`config.mk`:
```
export PLATFORM = sky130hd
export DESIGN_NAME = gshare_branch_predictor
export DESIGN_NICKNAME = d
export VERILOG_FILES = /design/src/rtl/gshare_branch_predictor.sv
export SDC_FILE = /design/constraint.sdc
export NUM_CORES = 2
export LEC_CHECK = 0
export CORE_MARGIN = 4
export CORE_UTILIZATION = 30
export DETAILED_ROUTE_END_ITERATION = 8
export GPL_ROUTABILITY_DRIVEN = 1
export PLACE_DENSITY = 0.55
export SYNTH_ARGS = -nofsm -noshare
export SYNTH_HDL_FRONTEND = slang
export SYNTH_SLANG_ARGS = --single-unit
```
`constraint.sdc`:
```
create_clock -name clk -period 4.8 [get_ports clk]
set_input_delay 0.72 -clock clk [delete_from_list [all_inputs] [get_ports clk]]
set_output_delay 0.72 -clock clk [all_outputs]
set_load 0.02 [all_outputs]
```
`src/rtl/gshare_branch_predictor.sv`:
```
// Fetch-stage direction/target predictor: 2-bit counter table (gshare when GSHARE_EN, else bimodal) plus tagged direct-mapped BTB.
// Latency: prediction is combinational from pc_f (0 cycles); training from execute lands on the next rising clk edge.
// Backpressure: none; a prediction is produced every cycle and every cflow_valid update is accepted.
module gshare_branch_predictor #(
    parameter int         BHT_ENTRIES = 256,
    parameter int         BTB_ENTRIES = 64,
    parameter int         GHR_BITS    = 8,
    parameter logic [1:0] CTR_INIT    = 2'b01
) (
    input  logic        clk,
    input  logic        rst_n,
    input  logic [31:0] pc_f,
    output logic        pred_taken,
    output logic [31:0] pred_target,
    input  logic [31:0] pc_e,
    input  logic        cflow_valid,
    input  logic        cflow_taken,
    input  logic [31:0] cflow_target
);

    localparam int BI = $clog2(BHT_ENTRIES);
    localparam int TI = $clog2(BTB_ENTRIES);
    localparam int TW = 30 - TI;

    logic [1:0]             bht     [BHT_ENTRIES];
    logic [BTB_ENTRIES-1:0] btb_vld;
    logic [TW-1:0]          btb_tag [BTB_ENTRIES];
    logic [31:0]            btb_tgt [BTB_ENTRIES];

    logic [BI-1:0] hidx_f;
    logic [BI-1:0] hidx_e;
    logic [TI-1:0] tidx_f;
    logic [TI-1:0] tidx_e;
    logic          btb_hit;
    logic [1:0]    ctr_e;
    logic [1:0]    ctr_nxt;
    logic          unused_bits;

`ifdef GSHARE_EN
    // History is architectural only; fetch and execute both hash with the same committed GHR.
    logic [GHR_BITS-1:0] ghr;
    logic [GHR_BITS-1:0] ghr_nxt;

    assign hidx_f = pc_f[BI+1:2] ^ BI'(ghr);
    assign hidx_e = pc_e[BI+1:2] ^ BI'(ghr);

    generate
        if (GHR_BITS == 1) begin : g_ghr1
            assign ghr_nxt = cflow_taken;
        end else begin : g_ghrn
            assign ghr_nxt = {ghr[GHR_BITS-2:0], cflow_taken};
        end
    endgenerate

    always_ff @(posedge clk or negedge rst_n) begin
        if (!rst_n) begin
            ghr <= '0;
        end else if (cflow_valid) begin
            ghr <= ghr_nxt;
        end
    end

    assign unused_bits = ^pc_e[1:0];
`else
    logic [GHR_BITS-1:0] unused_ghr;

    assign hidx_f      = pc_f[BI+1:2];
    assign hidx_e      = pc_e[BI+1:2];
    assign unused_ghr  = '0;
    assign unused_bits = ^{pc_e[1:0], unused_ghr};
`endif

    assign tidx_f = pc_f[TI+1:2];
    assign tidx_e = pc_e[TI+1:2];

    // Predict path reads pre-edge state only: no bypass from a same-cycle update.
    assign btb_hit     = btb_vld[tidx_f] && (btb_tag[tidx_f] == pc_f[31:TI+2]);
    assign pred_taken  = bht[hidx_f][1] && btb_hit;
    assign pred_target = pred_taken ? btb_tgt[tidx_f] : pc_f + 32'd4;

    assign ctr_e = bht[hidx_e];

    always_comb begin
        ctr_nxt = ctr_e;
        if (cflow_taken) begin
            if (ctr_e != 2'b11) ctr_nxt = ctr_e + 2'd1;
        end else begin
            if (ctr_e != 2'b00) ctr_nxt = ctr_e - 2'd1;
        end
    end

    always_ff @(posedge clk or negedge rst_n) begin
        if (!rst_n) begin
            for (int i = 0; i < BHT_ENTRIES; i++) bht[i] <= CTR_INIT;
        end else if (cflow_valid) begin
            bht[hidx_e] <= ctr_nxt;
        end
    end

    // Not-taken resolutions never invalidate an entry; taken ones overwrite unconditionally.
    always_ff @(posedge clk or negedge rst_n) begin
        if (!rst_n) begin
            btb_vld <= '0;
        end else if (cflow_valid && cflow_taken) begin
            btb_vld[tidx_e] <= 1'b1;
        end
    end

    always_ff @(posedge clk) begin
        if (cflow_valid && cflow_taken) begin
            btb_tag[tidx_e] <= pc_e[31:TI+2];
            btb_tgt[tidx_e] <= cflow_target;
        end
    end

endmodule

```
==> impl_metrics.ini <==
[finish]
drive_gt1_share_pct = 36.6
nFillCells = 50877
syn2layout_area_growth_pct = 19.1
fin_cells = 16848
finalInstanceArea_um2 = 199000
final_util_pct = 35.8
fin_nets = 9108

[worst_setup_path]
crit_path_start_kind = input pin
max_stage_delay_ps = 510
crit_required_ps = 4080
end_kind = output pin
crit_end = pred_target[2]
critPathTopFamily = buffers and inverters
worst-setup-path-type = input pin to output pin
path_buf_inv = 8
critPathMaxFanout = 12
cp_cell_sequence = buf_16 -> buf_16 -> buf_4 -> mux4_2 -> mux2_2 -> a21oi_1 -> buf_4 -> nor4_2 -> xnor2_1 -> nand4_1 -> nor4_2 -> buf_4 -> o2111ai_4 -> buf_12 -> buf_8 -> mux2_2 -> buf_12
critPathArrivalTime_ps = 4840
r2r_start = bht[97]$_DFFE_PN0P_
crit_cells = 17
r2r_slack_ps = 1000
ff2ff_path_depth = 10
cp-startpoint = pc_f[2]
cp_slowest_cell = mux4_2
reg2reg_to = bht[46]$_DFFE_PN1P_
cpMostUsedCell = buf_4

[pwr]
leakage_nw = 64.4
power_frac_comb_pct = 7.0
p_sw_share_pct = 22.6
p_int_mw = 60.5
seq_power_share_pct = 51.3
p_total_mw = 78.2
power.density_nw_per_um2 = 392
peakVddDrop_uv = 314
power_frac_clock_pct = 41.7
power.switching_mw = 17.7

[logic_synthesis]
synth_warnings = 0
synth_top_area_cell = edfxtp_1
synth-seq-cells = 4160
ys_top_cells_by_count = 3,584 x edfxtp_1, 1,228 x mux4_2, 338 x clkbuf_1
synthTopCellsByArea = edfxtp_1 64%, mux4_2 17%, dfrtp_1 4.8%, dfstp_2 4.0%, mux2i_1 1.2%
yosysMostFrequentCell = edfxtp_1
synth_edf_count = 3584
synth_top_area_share_pct = 64.3
syn_inst = 8205
postSynthAreaPerCell_um2 = 20.4
synth.cell_area_um2 = 167000
ys.flop_type = edfxtp_1
ys_async_sr_fraction_pct = 13.8
seq_area_frac_synth_pct = 73.1
synthesis.nets = 8306
netlist-cell-type-count = 64

[detailed_routing]
drcViolationCount = 0
postRouteAntennaNets = 0
wl_per_cell_um = 32.9
via_count = 91658
vias_per_cell = 5.44
drt_iter0_drc = 12529
dr.pass1.iters = 6
totalWireLength_mm = 555

[timing]
worst_pin_slew_ps = 1220
fin_ws_ps = -762
finalHoldViolCount = 0
slew_violations = 0
grt_setup_unrepaired = true
layout_min_cycle_time_ps = 5560
finalCritPeriodShare_pct = 116
clock.fmax_mhz = 180
setup_viol = 33
slew_headroom_pct = 19.0
holdWs_ps = 282
skew_ps = 35.7
finalSetupTns_ps = -23660

[placed_design]
placed_area_um2 = 185000
dp_hpwl_mm = 323
io_buffers = 130
dp_worst_setup_slack_ps = -1660
place.gp.congestion = 0.825
dpl.cell_count = 16023

[global_route]
grt_max_degree = 121
track_usage_pct = 19.0
antenna_found_initial = 63
grt_pass1_wl_mm = 762
grt_pass1_vias = 91246
overflow = 0

[cts]
cts_tree = built
clk_latency_ps = 980
cts_hold_buffers = 0
cts_buffers = 412
clk_pin_slew_ps = 60
htree_levels = 5
clock_tree.root_cell = clkbuf_16
clock-sinks = 4160
clk_path_buf_depth = 4

[floorplan]
fp.coreArea_um2 = 556000
fp.dieW_um = 755
die_h_um = 755
start_util_pct = 30.1
die-area_um2 = 570000
num_rows = 274
io_pins = 133

[status]
violations = negative setup slack
status = complete, but fails checks

[min_path]
hold_class = input pin to asynchronous set/reset pin

[flow_run]
maxCapViolCount = 0
==> kinds of logic (layout without fill, tap and decap cells) <==
kind of cell / count (synthesis) / count (layout) / share of synthesized area [%]
adder cells (fa/ha/maj): 1 / 1 / 0.00747
multiplexers: 1485 / 1485 / 18.1
buffers and inverters: 602 / 1751 / 1.66
other: 0 / 42 / 0
flip-flops: 4160 / 4160 / 73.1
AO/OA/AOI/OAI: 1278 / 1278 / 5.14
AND/OR/NAND/NOR: 629 / 629 / 1.74
XOR/XNOR: 50 / 50 / 0.262
==> metal layers <==
layer	vias to the layer above	track usage [%]	routed length, um
li1	36109	-	-
met1	50072	25.5	220000
met2	4494	30.9	266000
met3	961	3.90	48300
met4	22	6.33	20400
met5	-	0	152
==> what timing repair did <==
action,CTS,global route
endpoints found under the hold margin,0,0
cloned,4,2
pin swaps,11,9
endpoints found under the setup margin,33,33
gates resized for setup,79,32
buffers inserted,7,11
==> cell usage in the layout, fill, tap and decap left out, types with 138 or more instances in the layout <==
cell type  netlist  routed
dfrtp_1        320     320
mux4_2        1228    1228
o21ai_0        284     281
a31oi_1        233     233
edfxtp_1      3584    3584
o31ai_2        138     138
buf_12           0     253
clkbuf_16        0     419
dfstp_2        256     256
a21oi_1        308     303
nand2_1        179     177
mux2i_1        203     203
buf_4           40     594
==> sequential cells by signal (all words and copies together), names as in the netlist <==
signal / flops
btb_tag: 1536
bht: 512
btb_tgt: 2048
btb_vld: 64
==> power groups by stage <==
stage,Sequential (mW),Combinational (mW),Clock [mW]
3_5_place_dp,40.9,5.40,0
3_3_place_gp,40.8,5.28,0
4_1_cts,40.1,5.48,33.1
2_1_floorplan,40.8,2.93,0
6_report,40.1,5.46,32.6
5_1_grt,40.2,5.77,34.6
==> how the worst min path moves through the flow <==
| stage | startpoint | to |
|---|---|---|
| after floorplan | rst_n | bht[101]$_DFFE_PN0P_ |
| after global placement | btb_vld[58]$_DFFE_PN0P_ | btb_vld[58]$_DFFE_PN0P_ |
| after detailed placement | btb_vld[50]$_DFFE_PN0P_ | btb_vld[50]$_DFFE_PN0P_ |
| after CTS | rst_n | bht[208]$_DFFE_PN1P_ |
| after global routing | rst_n | bht[214]$_DFFE_PN1P_ |
| final | rst_n | bht[214]$_DFFE_PN1P_ |
==> area by class of cell <==
class | count | area, um^2 | share of cell area (%)
Multi-Input combinational cell | 3443 | 43100 | 21.6
Sequential cell | 4160 | 122000 | 61.4
Antenna cell | 42 | 105 | 0.0527
Clock buffer | 531 | 11100 | 5.56
Timing Repair Buffer | 984 | 11000 | 5.50
Clock inverter | 230 | 2410 | 1.21
Tap cell | 7452 | 9320 | 4.68
Inverter | 6 | 30.0 | 0.0151
No activity file was read; power rests on OpenSTA's default activity.
